File: src/rtl/rr_arbiter16_pkg.sv
// Shared constants, FSM state type and the round-robin pick helper for the 16-way arbiter.
package rr_arbiter16_pkg;

    localparam int unsigned NumReq = 16;
    localparam int unsigned IdxW   = 4;

    typedef enum logic [0:0] {
        StIdle,
        StGrant
    } arb_state_t;

    // First requester after ptr in circular order; ptr itself has the lowest priority.
    function automatic logic [IdxW-1:0] rr_pick(input logic [NumReq-1:0] req,
                                                input logic [IdxW-1:0]   ptr);
        logic [IdxW-1:0] pick;
        logic [IdxW-1:0] cand;
        pick = ptr;
        for (int unsigned i = 0; i < NumReq; i++) begin
            cand = ptr + IdxW'(NumReq - i);
            if (req[cand]) pick = cand;
        end
        return pick;
    endfunction

endpackage

File: src/rtl/rr_arbiter16_if.sv
// Requester-side bus of the arbiter: request/control inputs and the grant outputs.
interface rr_arbiter16_if;
    import rr_arbiter16_pkg::*;

    logic                en;
    logic [NumReq-1:0]   req;
    logic                done;
    logic [0:NumReq-1]   grant;
    logic [IdxW-1:0]     idx;
    logic                valid;
    logic                timeout;

    modport master (
        output en, req, done,
        input  grant, idx, valid, timeout
    );

    modport slave (
        input  en, req, done,
        output grant, idx, valid, timeout
    );

endinterface

File: src/rtl/rr_arbiter16_grant_decoder4t16.sv
// Combinational 4-to-16 one-hot decoder; all outputs low when disabled.
module rr_arbiter16_grant_decoder4t16
    import rr_arbiter16_pkg::*;
(
    input  logic              en_i,
    input  logic [IdxW-1:0]   w_i,
    output logic [0:NumReq-1] y_o
);

    always_comb begin
        y_o = '0;
        if (en_i) y_o[w_i] = 1'b1;
    end

endmodule

File: src/rtl/rr_arbiter16.sv
// Round-robin arbiter for 16 requesters with hold-time limit and registered one-hot grant.
module rr_arbiter16
    import rr_arbiter16_pkg::*;
#(
    parameter int unsigned MaxHold = 8
) (
    input logic           clk_i,
    input logic           rst_i,
    rr_arbiter16_if.slave bus
);

    localparam int unsigned      CntW    = $clog2(MaxHold);
    localparam logic [CntW-1:0]  HoldMax = CntW'(MaxHold - 1);

    arb_state_t      state_q, state_d;
    logic [IdxW-1:0] idx_q, idx_d;
    logic [IdxW-1:0] ptr_q, ptr_d;
    logic [CntW-1:0] hold_q, hold_d;
    logic            timeout_q, timeout_d;
    logic            others_wait;
    logic            plain_rel;
    logic            hold_expired;

    always_ff @(posedge clk_i) begin
        if (rst_i) begin
            state_q   <= StIdle;
            idx_q     <= '0;
            ptr_q     <= '1;
            hold_q    <= '0;
            timeout_q <= 1'b0;
        end else begin
            state_q   <= state_d;
            idx_q     <= idx_d;
            ptr_q     <= ptr_d;
            hold_q    <= hold_d;
            timeout_q <= timeout_d;
        end
    end

    always_comb begin
        state_d      = state_q;
        idx_d        = idx_q;
        ptr_d        = ptr_q;
        hold_d       = hold_q;
        timeout_d    = 1'b0;
        others_wait  = |(bus.req & ~(NumReq'(1) << idx_q));
        plain_rel    = bus.done | ~bus.req[idx_q] | ~bus.en;
        hold_expired = (hold_q == HoldMax) & others_wait;

        case (state_q)
            StIdle: begin
                if (bus.en && |bus.req) begin
                    state_d = StGrant;
                    idx_d   = rr_pick(bus.req, ptr_q);
                    hold_d  = '0;
                end
            end
            StGrant: begin
                if (hold_q != HoldMax) hold_d = hold_q + CntW'(1);
                if (plain_rel || hold_expired) begin
                    state_d   = StIdle;
                    ptr_d     = idx_q;
                    // Pulse only when the hold limit alone caused the release.
                    timeout_d = hold_expired & ~plain_rel;
                end
            end
            default: state_d = StIdle;
        endcase
    end

    rr_arbiter16_grant_decoder4t16 u_decoder (
        .en_i (state_q == StGrant),
        .w_i  (idx_q),
        .y_o  (bus.grant)
    );

    assign bus.valid   = (state_q == StGrant);
    assign bus.idx     = idx_q;
    assign bus.timeout = timeout_q;

endmodule

File: src/flat_wrapper.sv
// flat-port wrapper written by rule: the top's interface ports become plain ports
module rr_arbiter16_flat import rr_arbiter16_pkg::*;
#(
    parameter int unsigned MaxHold = 8
)
  (clk_i, rst_i, bus_en, bus_req, bus_done, bus_grant, bus_idx, bus_valid, bus_timeout);
  rr_arbiter16_if bus_i ();
  input logic clk_i;
  input logic rst_i;
  input wire logic [$bits(bus_i.en)-1:0] bus_en;
  input wire logic [$bits(bus_i.req)-1:0] bus_req;
  input wire logic [$bits(bus_i.done)-1:0] bus_done;
  output wire logic [$bits(bus_i.grant)-1:0] bus_grant;
  output wire logic [$bits(bus_i.idx)-1:0] bus_idx;
  output wire logic [$bits(bus_i.valid)-1:0] bus_valid;
  output wire logic [$bits(bus_i.timeout)-1:0] bus_timeout;
  assign bus_i.en = bus_en;
  assign bus_i.req = bus_req;
  assign bus_i.done = bus_done;
  assign bus_grant = bus_i.grant;
  assign bus_idx = bus_i.idx;
  assign bus_valid = bus_i.valid;
  assign bus_timeout = bus_i.timeout;
  rr_arbiter16 #(.MaxHold(MaxHold)) u_core (.clk_i(clk_i), .rst_i(rst_i), .bus(bus_i));
endmodule
File: config.mk
export PLATFORM = sky130hd
export DESIGN_NAME = rr_arbiter16_flat
export DESIGN_NICKNAME = d
export VERILOG_FILES = /design/src/rtl/rr_arbiter16_pkg.sv /design/src/rtl/rr_arbiter16_if.sv /design/src/rtl/rr_arbiter16_grant_decoder4t16.sv /design/src/rtl/rr_arbiter16.sv /design/src/flat_wrapper.sv
export SDC_FILE = /design/constraint.sdc
export NUM_CORES = 1
export LEC_CHECK = 0
export BUFFER_PORTS_ARGS = -buffer_cell sky130_fd_sc_hd__buf_4
export CORE_ASPECT_RATIO = 1.25
export CORE_MARGIN = 2
export CORE_UTILIZATION = 55
export CTS_CLUSTER_SIZE = 40
export DETAILED_ROUTE_END_ITERATION = 6
export PLACE_DENSITY = 0.77
export SLEW_MARGIN = 25
export SYNTH_ARGS = -nofsm -noshare
export SYNTH_HDL_FRONTEND = slang
export SYNTH_HIERARCHICAL = 1
export SYNTH_SLANG_ARGS = --single-unit
export TNS_END_PERCENT = 5
File: constraint.sdc
create_clock -name clk_i -period 4.65 [get_ports clk_i]
set_input_delay 0.6975 -clock clk_i [delete_from_list [all_inputs] [get_ports clk_i]]
set_output_delay 0.6975 -clock clk_i [all_outputs]
set_load 0.02 [all_outputs]
---- Word level (Yosys, flattened, before mapping) ----
Index checks and enable logic that the tools add are counted.
word-level totals
  bits in read-only memories .............. 0
  memories kept ........................... 0
  bits in latches ......................... 0
  word-level logic and storage cells ...... 121
  bits in registers ....................... 13
  RAM bits ................................ 0
cells by class
  divide/modulo/power cells ............... 0
  eq/ne operators ......................... 4
  bitwise operators ....................... 12
  shift-type cells ........................ 1
  add/subtract/negate cells ............... 16
  multiplexer cells ....................... 56
  multiply operators ...................... 0
  reduce and logical (&&, ||, !) cells .... 9
  order comparisons ....................... 18
operators by type and width
  kind                                                                  count
  4-bit by 5-bit < comparator with 1-bit output, second input constant  16
  1-bit binary-select mux with 4-bit select                             16
  4-bit 2-to-1 mux                                                      15
  4-bit adder, second input constant                                    8
  16-bit OR reduction                                                   2
  1-bit 2-to-1 mux                                                      19
  4-bit by 3-bit adder with 4-bit output, second input constant         4
  16-bit bitwise AND                                                    1
  16-bit 2-to-1 mux                                                     1
  16-bit NOT                                                            1
  1-bit by 4-bit left shift with 16-bit output, first input constant    1
  4-bit by 2-bit adder with 4-bit output, second input constant         2
  3-bit 2-to-1 mux                                                      2
  3-bit case mux with 2 select lines                                    1
  2-bit AND reduction                                                   3
  5-bit >= comparator, second input constant                            1
  5-bit by 1-bit < comparator with 1-bit output, second input constant  1
  1-bit NOT                                                             5
  4-bit NOT with 5-bit output                                           1
  4-bit by 1-bit adder with 4-bit output, second input constant         1
  1-bit demux with 4-bit select                                         1
  3-bit by 1-bit adder with 3-bit output, second input constant         1
  3-bit == test, second input constant                                  1
  3-bit inequality test, second input constant                          1
  8 further kinds                                                       11

---- Longest topological paths before layout ----
Gate-level depths: netlist of run 1.
  depth after elaboration ................. 18
  gate-level depth with buffers ........... 14
  gate-level depth less buffers ........... 9

---- By module ----
The synthesis of run 1 kept the hierarchy.
by module, submodules not included
  module                          cells an instance  instances  area an instance (um^2)
  rr_arbiter16                    326                1          2966.6
  rr_arbiter16_grant_decoder4t16  23                 1          120.1

---- Least setup slack after synthesis of run 1 ----
No wires, ideal clock.
  path kind ............................... reg-to-reg
  start ................................... register u_core.ptr_q[1]
  end ..................................... register u_core.idx_q[1] (netlist: u_core/bus.idx[1])
  library setup time ...................... 0.086 ns
  arrival ................................. 3.604 ns
  clock period less this slack ............ 3.691 ns
  cell stages (with the launch flop) ...... 14
  slack ................................... 0.959 ns
  cell sequence ........................... dfxtp_1 clkbuf_1 clkbuf_1 inv_1 ha_1 buf_6 buf_6 mux2_1 mux4_2 mux2_4 a21oi_1 nor4_1 or4b_1 a221oi_2
on the way
  cells in the longest elaborated chain, start to end .. 18
  elaborated cells between the ends (all ways) .. 60
  classes of those cells .................. 15 x add/sub; 45 x mux
RTL lines
  element                                    RTL line                text
  start, declared                            rr_arbiter16.sv:17      logic [IdxW-1:0] ptr_q, ptr_d;
  start signal, assigned                     rr_arbiter16.sv:34      ptr_q <= ptr_d;
  4-bit adder                                rr_arbiter16_pkg.sv:19  cand = ptr + IdxW'(NumReq - i);
  1-bit binary-select mux with 4-bit select  rr_arbiter16_pkg.sv:20  if (req[cand]) pick = cand;
  1-bit 2-to-1 mux (implied by the code)     rr_arbiter16_pkg.sv:20
  4-bit 2-to-1 mux (14 in a row)             rr_arbiter16_pkg.sv:20
  4-bit 2-to-1 mux (*)                       rr_arbiter16_pkg.sv:20
  end signal, assigned                       rr_arbiter16.sv:33      idx_q <= idx_d;
  end, declared                              rr_arbiter16.sv:16      logic [IdxW-1:0] idx_q, idx_d;
Every way passes the cells marked *; elsewhere a longest branch is shown, timed or not. The select of a mux whose other input is x is not followed.
A chain may end at the register's enable or synchronous reset.

---- Final worst setup path of run 1 ----
Same ends and word-level chain as after synthesis.

==> metrics.txt, run 1 <==
CTS root buffer=clkbuf_8; Comb pwr share=79.9%; number of enable flip-flop cells after synthesis=0; Mapped Nets=378; most frequent cell after synthesis=nor2_1; Int Power=0.6893 mW; Seq cells post-synth=13; average wire per standard cell=21.23 um; Tightest Pin Transition=0.9444 ns; CP Launch Type=flip-flop; global-route usage over all layers=31.14%; Tcrit/Tclk final=79.17%; clk slew on worst S/H paths=0.05 ns; Hold Path Sink=u_core/hold_q[2]$_SDFFE_PP0P_; Final nets=405; layout cells sized above 1=27.47%; vias per cell=7.241; Layout Cells excl Fill=439; grt total ovfl=0; Post-CTS Hold Buffers=0; pwr dens=420.1 nW/um2; Critical Path RT=4.81 ns; Die Y=87.76 um; Peak Freq=0.2716 GHz; type of the worst setup path=reg2reg; reg-to-reg setup timing slack=0.97 ns; post-synthesis xor/xnor area fraction=3.932%; fraction of synthesized area in multiplexers=36.52%; leakage power=1.339 nW; global-route wire length before repair=15.57 mm; largest net degree at the start of global routing=27; Sequential Power Share=12.9%; main combinational cell family by area after synthesis=multiplexers; worst hold margin=0.5147 ns; Worst-Skew Late Latency=0.25 ns; asr flop ratio synth=0%; IO Port Bufs=41; Slew HR=36.96%; Die Wd=71.01 um; setup bufs post-CTS=0; Synth Area in Adders=3.648%; Top FF cell, synth=dfxtp_1; clock tree from TritonCTS=yes; Initial Util=56.71%; dominant cells by area after synthesis=mux4_2 (23%), dfxtp_1 (8.4%), mux2i_1 (6.5%); Reg2Reg Depth=9; antenna fix cells=0; sw frac=52.11%; CTS Buffer Depth=2; initial DRC count=418; switching pwr=0.7500 mW; DRC=0; Storage cell area=260.3 um2; power consumption=1.439 mW; H-tree levels=1; Final ANT Viol Nets=0; post_cts resized=0; crit path max fanout=23; Netlist cell types=71; Max-cap violations=0; Inst Count DP=435; VDD IR max=0.1729 mV; Final Hold Violating Endpoints=0; clk_skew=0.008486 ns; Num CTS Buffers=3; Multi-input gate area=2661 um2; clock share of power=7.2%; die area=6231 um2; Synth Cell Area=3087 um2; Avg Cell Area, Syn=8.844 um2; Fin Setup TNS=0 ns; hold path startpoint=u_core/hold_q[2]$_SDFFE_PP0P_; Mapped Cells=349; Yosys top cell by area=mux4_2; Max Slew Vio Count=0; std cell rows=30; Critical Path AT=3.84 ns; Crit. End Element=flip-flop; Yosys warnings=6; Simple-Gate Fraction of Synth Area=23.47%; Area growth syn-to-layout=10.99%; initial antenna violation count=0; status=complete, no violations; vias=3179; Final Core Density=62.94%; RSZ-0062 raised after global routing=no; top cells by instance count after synthesis=nor2_1 (35), mux4_2 (32), nand2_1 (25), mux2i_1 (20), clkbuf_1 (14); setup violators final=0; top cell type's share of synthesized area=23.35%; register area share after synthesis=8.431%; worst r2r dst=u_core/bus.idx[1]$_SDFFE_PP0P_; CTS Sinks=13; I/O pin count=42; TritonRoute pass-1 iters=6; clock period minus worst slack=3.682 ns; Tightest Hold Check Type=reg2reg; Std-Cell Core Area=5443 um2; DRT Wirelength=9.319 mm; gp weighted congestion=0.9668; post-synthesis compound-gate area fraction=18.65%; vias in the first global route=3022; hold path depth=2; hpwl dp=6.947 mm; RR Startpoint=u_core/ptr_q[1]$_SDFFE_PP1P_; FILL cells=472
==> power groups by stage <==
| stage | Combinational, mW | Clock [mW] | Sequential [mW] |
|---|---|---|---|
| 3_3_place_gp | 1.11 | 0 | 0.188 |
| 3_5_place_dp | 1.12 | 0 | 0.187 |
| 5_1_grt | 1.23 | 0.111 | 0.194 |
| 2_1_floorplan | 0.886 | 0 | 0.167 |
| 6_report | 1.15 | 0.104 | 0.186 |
| 4_1_cts | 1.12 | 0.106 | 0.185 |
==> sequential cells by signal, indices dropped and copies added (netlist names) <==
| register | count |
|---|---|
| u_core/bus.idx | 4 |
| u_core/ptr_q | 4 |
| u_core/hold_q | 3 |
| u_core/bus.timeout | 1 |
| u_core/bus.valid | 1 |
==> routing by layer <==
metal / track usage, % / part of all wire, % / up-vias
met1: 40.81 / 39 / 1500
met4: 13.55 / 4.8 / 0
met3: 3.567 / 8.3 / 39
met5: 0 / 0 / -
met2: 52.17 / 48 / 211
li1: - / - / 1429
==> worst max path at each step <==
stage / startpoint / endpoint / slack [ns]
floorplan: u_core/ptr_q[1]$_SDFFE_PP1P_ / u_core/bus.idx[1]$_SDFFE_PP0P_ / 0.96
detailed placement: u_core/ptr_q[1]$_SDFFE_PP1P_ / u_core/bus.idx[1]$_SDFFE_PP0P_ / 1.03
finish: u_core/ptr_q[1]$_SDFFE_PP1P_ / u_core/bus.idx[1]$_SDFFE_PP0P_ / 0.97
global route: u_core/ptr_q[1]$_SDFFE_PP1P_ / u_core/bus.idx[1]$_SDFFE_PP0P_ / 0.76
global placement: u_core/ptr_q[1]$_SDFFE_PP1P_ / u_core/bus.idx[0]$_SDFFE_PP0P_ / 1.12
CTS: u_core/ptr_q[1]$_SDFFE_PP1P_ / u_core/bus.idx[1]$_SDFFE_PP0P_ / 0.98
==> cell usage in the layout, fill, tap and decap left out, types with 3 or more instances in the layout <==
master	synthesis	final
nand2_1	25	25
ha_1	9	9
mux4_2	32	32
o21ai_0	12	12
inv_1	8	8
nor4_1	8	8
xor2_1	6	6
clkbuf_8	0	3
xnor2_1	6	6
mux2_1	9	9
nand3_1	4	4
nor4bb_1	4	4
or2_2	4	4
nor3b_1	6	6
nand3b_1	4	4
nor3_1	8	8
o21ai_1	3	3
a22oi_1	6	6
nor2b_1	6	6
a221o_1	3	3
buf_4	0	46
a211oi_1	3	3
a21oi_1	11	11
mux2_2	8	8
dfxtp_1	13	13
a31oi_1	5	5
a2111oi_0	3	3
mux2i_1	20	20
nor4b_1	3	3
nand2b_1	8	8
o22ai_1	4	4
nor2_1	35	35
==> cell families after synthesis <==
family,count (synthesis)
adders and majority gates,9
xor gates and xnor gates,13
AOI/OAI and AO/OA,79
and+or+nand+nor,132
muxes,70
buffers and inverters,33
DFF,13
==> final cells by class <==
cell class / count / area share, %
flip-flops and latches: 13 / 7.597
repair buffers: 46 / 10.08
clock buffers: 4 / 1.315
multi-input cells: 303 / 77.68
well taps: 64 / 2.337
inverters: 9 / 0.9861
==> through the flow <==
step           worst slack [ns]  cell area (um2)
4_1_cts                  0.9766             3426
6_report                 0.9684             3426
5_1_grt                  0.7627             3426
3_5_place_dp              1.028             3381
3_3_place_gp              1.121             3381
2_1_floorplan            0.9593             3087
==> worst max-delay path, stage by stage, from the launching register on <==
cell	delay [ns]
dfxtp_1	0.32
inv_1	0.11
ha_1	0.91
mux2_1	0.39
mux4_2	0.52
mux2_2	0.39
nor3b_1	0.17
a2111oi_0	0.35
nand3_1	0.15
a221oi_2	0.27
Power figures use the tool's default switching activity.
==> run 2: changes to the inputs <==
==> constraint.sdc (replaced) <==
create_clock -name clk_i -period 3.72 [get_ports clk_i]
set_input_delay 0.558 -clock clk_i [delete_from_list [all_inputs] [get_ports clk_i]]
set_output_delay 0.558 -clock clk_i [all_outputs]
set_load 0.02 [all_outputs]
==> run 2 against run 1 <==
  * Cell count rose by 1.8%
  * Via count rose by 1.8%
  * Worst hold slack got worse by 0.0014 ns
  * Critical path depth did not move
  * Sequential cell count did not move
  * Die area did not move
  * Sequential share of layout area fell by 0.13 points
==> metrics.txt, run 2 (synthesis gave the netlist of run 1 again) <==
status=complete, no violations; Final Core Density=64.05%; layout cells sized above 1=28.98%; CTS Sinks=13; sw frac=51.43%; Tightest Hold Check Type=reg2reg; Critical Path AT=3.58 ns; vias per cell=7.242; CP Launch Type=flip-flop; Final ANT Viol Nets=0; antenna fix cells=0; Comb pwr share=79.4%; Final nets=413; gp weighted congestion=0.9560; DRT Wirelength=9.560 mm; clock tree from TritonCTS=yes; Slew HR=40.42%; crit path max fanout=15; pwr dens=527.6 nW/um2; leakage power=1.378 nW; slowest CP cell=ha_1; Post-CTS Hold Buffers=0; Tcrit/Tclk final=91.87%; type of the worst setup path=reg2reg; initial DRC count=425; Worst-Skew Late Latency=0.24 ns; Die Y=87.76 um; setup bufs post-CTS=0; max incr delay on CP=0.70 ns; Die Wd=71.01 um; Num CTS Buffers=3; Final Hold Violating Endpoints=0; Inst Count DP=443; IO Port Bufs=41; H-tree levels=1; clk_skew=0.002795 ns; critical path cell sequence=inv_1, ha_1, mux2_1, mux4_2, mux2_2, nor3b_1, a2111oi_0, nand3_1, a221oi_2; CTS Buffer Depth=2; grt total ovfl=0; average wire per standard cell=21.39 um; global-route usage over all layers=31.01%; post_cts resized=0; TritonRoute pass-1 iters=5; most common cell after layout, fill and taps aside=buf_4; die area=6231 um2; Peak Freq=0.2926 GHz; Initial Util=56.71%; commonest cells after routing, fill and taps aside=buf_4 (54), nor2_1 (35), mux4_2 (32); Int Power=0.8932 mW; initial antenna violation count=0; Critical Path RT=3.88 ns; Area growth syn-to-layout=12.93%; Std-Cell Core Area=5443 um2; VDD IR max=0.2373 mV; clock period minus worst slack=3.418 ns; Sequential Power Share=13.5%; Layout Cells excl Fill=447; Tightest Pin Transition=0.8925 ns; clock share of power=7.1%; clk slew on worst S/H paths=0.06 ns; std cell rows=30; CTS root buffer=clkbuf_8; Fin Setup TNS=0 ns; I/O pin count=42; RSZ-0062 raised after global routing=no; global-route wire length before repair=15.41 mm; DRC=0; vias=3237; Max Slew Vio Count=0; switching pwr=0.9458 mW; largest net degree at the start of global routing=24; setup violators final=0; hpwl dp=7.209 mm; Max-cap violations=0; Crit. End Element=flip-flop; vias in the first global route=3083
## run 2: area by class of cell
| class | count | area (um2) |
|---|---|---|
| well taps | 64 | 80.08 |
| flip-flops and latches | 13 | 260.3 |
| fillers | 447 | 1957 |
| inverters | 9 | 33.78 |
| multi-input cells | 303 | 2661 |
| repair buffers | 54 | 405.4 |
| clock buffers | 4 | 45.04 |
## run 2: worst paths after layout
check                                      from                             end  slack, ns  cells past startpoint
hold reg to reg   u_core/hold_q[1]$_SDFFE_PP0P_   u_core/hold_q[1]$_SDFFE_PP0P_       0.51                      2
hold / removal    u_core/hold_q[1]$_SDFFE_PP0P_   u_core/hold_q[1]$_SDFFE_PP0P_       0.51                      2
setup / recovery   u_core/ptr_q[0]$_SDFFE_PP1P_  u_core/bus.idx[1]$_SDFFE_PP0P_       0.30                      9
setup reg to reg   u_core/ptr_q[0]$_SDFFE_PP1P_  u_core/bus.idx[1]$_SDFFE_PP0P_       0.30                      9
## run 2: per-stage QoR
stage,cell area (um2),worst slack (ns),hold slack (ns),power (mW)
floorplan,3087,0.02929,0.4695,1.316
global placement,3441,0.4544,0.4901,1.637
detailed placement,3441,0.2928,0.5044,1.668
CTS,3486,0.2759,0.5187,1.806
global route,3486,0.08587,0.5300,1.951
finish,3486,0.3023,0.5133,1.839
## run 2: metal layers
metal	global-route usage (%)	wire (um)	part of all wire, %	vias to the layer above
li1	-	-	-	1444
met2	52.59	4815	50	199
met4	14.75	433	4.5	0
met1	39.28	3583	37	1558
met3	4.028	728	7.6	36
met5	0	0	0	-
## run 2: power by group through the flow
stage | clock network, mW | logic, mW | registers, mW
4_1_cts | 0.133 | 1.43 | 0.246
3_3_place_gp | 0 | 1.39 | 0.246
3_5_place_dp | 0 | 1.42 | 0.249
6_report | 0.131 | 1.46 | 0.248
5_1_grt | 0.142 | 1.55 | 0.257
2_1_floorplan | 0 | 1.11 | 0.209
## run 2: critical path, delay by kind of cell (launching register included)
kind | cells | cell delay (ns)
compound gates | 2 | 0.60
fa+ha+maj | 1 | 0.70
buf+inv | 1 | 0.10
flops | 1 | 0.33
mux | 3 | 1.28
simple gates | 2 | 0.32
==> run 3: changes to the inputs <==
--- a/config.mk
+++ b/config.mk
@@ -11,7 +11,8 @@
 export CORE_UTILIZATION = 55
 export CTS_CLUSTER_SIZE = 40
 export DETAILED_ROUTE_END_ITERATION = 6
-export PLACE_DENSITY = 0.77
+export GPL_ROUTABILITY_DRIVEN = 1
+export PLACE_DENSITY = 0.85
 export SLEW_MARGIN = 25
 export SYNTH_ARGS = -nofsm -noshare
 export SYNTH_HDL_FRONTEND = slang
==> run 3 against run 2 <==
  * Total power increased by 3.9%
  * Sequential share of layout area decreased by 0.074 points
  * Routed wire length increased by 8.7%
  * Via count increased by 4.0%
  * Cell area increased by 1.0%
  * Die area unchanged
  * Setup slack got worse by 0.072 ns
  * Fmax decreased by 2.1%
  * Clock skew increased by 0.0025 ns
  * Critical endpoint unchanged
  * Largest cell class unchanged
==> metrics.txt, run 3 (synthesis gave the netlist of run 1 again) <==
status=complete, no violations; layout cells sized above 1=30.23%; Multi-input gate area=2665 um2; slowest CP cell=ha_1; reg-to-reg setup timing slack=0.23 ns; DRC=0; Fin Setup TNS=0 ns; Final Core Density=64.69%; Max Slew Vio Count=0; Critical Path AT=3.62 ns; Std-Cell Core Area=5443 um2; Critical Path RT=3.85 ns; Max-cap violations=0; pwr dens=542.7 nW/um2; Tcrit/Tclk final=93.81%; max incr delay on CP=0.66 ns; CP Launch Type=flip-flop; global-route usage over all layers=32.99%; initial antenna violation count=0; Final nets=417; Num CTS Buffers=3; initial DRC count=470; worst r2r dst=u_core/bus.idx[1]$_SDFFE_PP0P_; Initial Util=56.71%; power consumption=1.911 mW; H-tree levels=1; antenna fix cells=0; leakage power=1.399 nW; Die Y=87.76 um; Tightest Hold Check Type=reg2reg; VDD IR max=0.2761 mV; gp weighted congestion=1.059; CTS Buffer Depth=2; Crit. End Element=flip-flop; Reg2Reg Depth=9; Slew HR=44.24%; DRT Wirelength=10.39 mm; Die Wd=71.01 um; Setup crit start=u_core/ptr_q[0]$_SDFFE_PP1P_; most common cell after layout, fill and taps aside=buf_4; Post-CTS Hold Buffers=0; clk slew on worst S/H paths=0.07 ns; Storage cell area=260.3 um2; commonest cells after routing, fill and taps aside=buf_4 (58), nor2_1 (35), mux4_2 (32); grt total ovfl=0; worst setup margin=0.2301 ns; std cell rows=30; global-route wire length before repair=16.27 mm; die area=6231 um2; TritonRoute pass-1 iters=5; Worst-Skew Late Latency=0.25 ns; setup violators final=0; largest net degree at the start of global routing=24; Area growth syn-to-layout=14.07%; RR Startpoint=u_core/ptr_q[0]$_SDFFE_PP1P_; clock tree from TritonCTS=yes; CTS Sinks=13; Final ANT Viol Nets=0; Final Hold Violating Endpoints=0; clock period minus worst slack=3.490 ns; I/O pin count=42; FILL cells=432; Peak Freq=0.2865 GHz; hpwl dp=7.661 mm; vias=3367; average wire per standard cell=23.04 um; vias per cell=7.466; CTS root buffer=clkbuf_8; critical path cell sequence=inv_1, ha_1, buf_4, mux4_2, mux4_2, a31oi_1, o2111a_1, nor4bb_1, a221oi_2; Tightest Pin Transition=0.8131 ns; Setup WS pre-CTS=0.1985 ns; type of the worst setup path=reg2reg; vias in the first global route=3024; IO Port Bufs=41; clk_skew=0.005265 ns; CP endpoint=u_core/bus.idx[1]$_SDFFE_PP0P_; most frequent CP cell=mux4_2; crit path max fanout=16; RSZ-0062 raised after global routing=no
[run 3: report_power, final]
part,internal (mW),switching (mW)
Sequential,0.160,0.0759
Combinational,0.674,0.866
Clock,0.0742,0.0602
[run 3: final cells by class]
class | instances | area share [%]
clock buffers | 3 | 1.173
clock inverters | 1 | 0.1421
inverters | 9 | 0.9595
multi-input cells | 303 | 75.69
flip-flops and latches | 13 | 7.392
well taps | 64 | 2.274
repair buffers | 58 | 12.37
[run 3: worst min path at each step]
stage                                             start                             to  slack (ns)  depth (start not counted)
after detailed placement  u_core/hold_q[2]$_SDFFE_PP0P_  u_core/hold_q[2]$_SDFFE_PP0P_        0.51                          2
after global placement    u_core/hold_q[1]$_SDFFE_PP0P_  u_core/hold_q[1]$_SDFFE_PP0P_        0.49                          2
after CTS                 u_core/hold_q[2]$_SDFFE_PP0P_  u_core/hold_q[2]$_SDFFE_PP0P_        0.53                          2
final                     u_core/hold_q[2]$_SDFFE_PP0P_  u_core/hold_q[2]$_SDFFE_PP0P_        0.53                          2
after floorplan           u_core/hold_q[1]$_SDFFE_PP0P_  u_core/hold_q[1]$_SDFFE_PP0P_        0.47                          2
after global routing                              rst_i  u_core/hold_q[0]$_SDFFE_PP0P_        0.56                          2
[run 3: stage by stage]
step	hold WS [ns]	std cells	area [um2]
after floorplan	0.4695	349	3087
after detailed placement	0.5060	447	3471
after CTS	0.5322	451	3517
final	0.5347	451	3521
after global placement	0.4879	447	3471
after global routing	0.5604	451	3521
[run 3: routing by layer]
| metal | up-vias | track usage [%] | share of wire (%) |
|---|---|---|---|
| met1 | 1600 | 41.22 | 35 |
| li1 | 1457 | - | - |
| met4 | 0 | 14.58 | 5.4 |
| met5 | - | 0 | 0 |
| met3 | 49 | 4.603 | 10 |
| met2 | 261 | 56.84 | 49 |
[run 3: critical path: cells and delay by family, from the launching register on]
kind	cells	cell delay, ns
adders and majority gates	1	0.66
AOI/OAI and AO/OA	3	0.52
buffers and inverters	2	0.39
and+or+nand+nor	1	0.30
muxes	2	1.18
DFF	1	0.32
[run 3: what timing repair did]
action                     4_1_cts  5_1_grt
setup buffers                    0        0
gates resized for setup          0        1
setup endpoints to repair        0        1
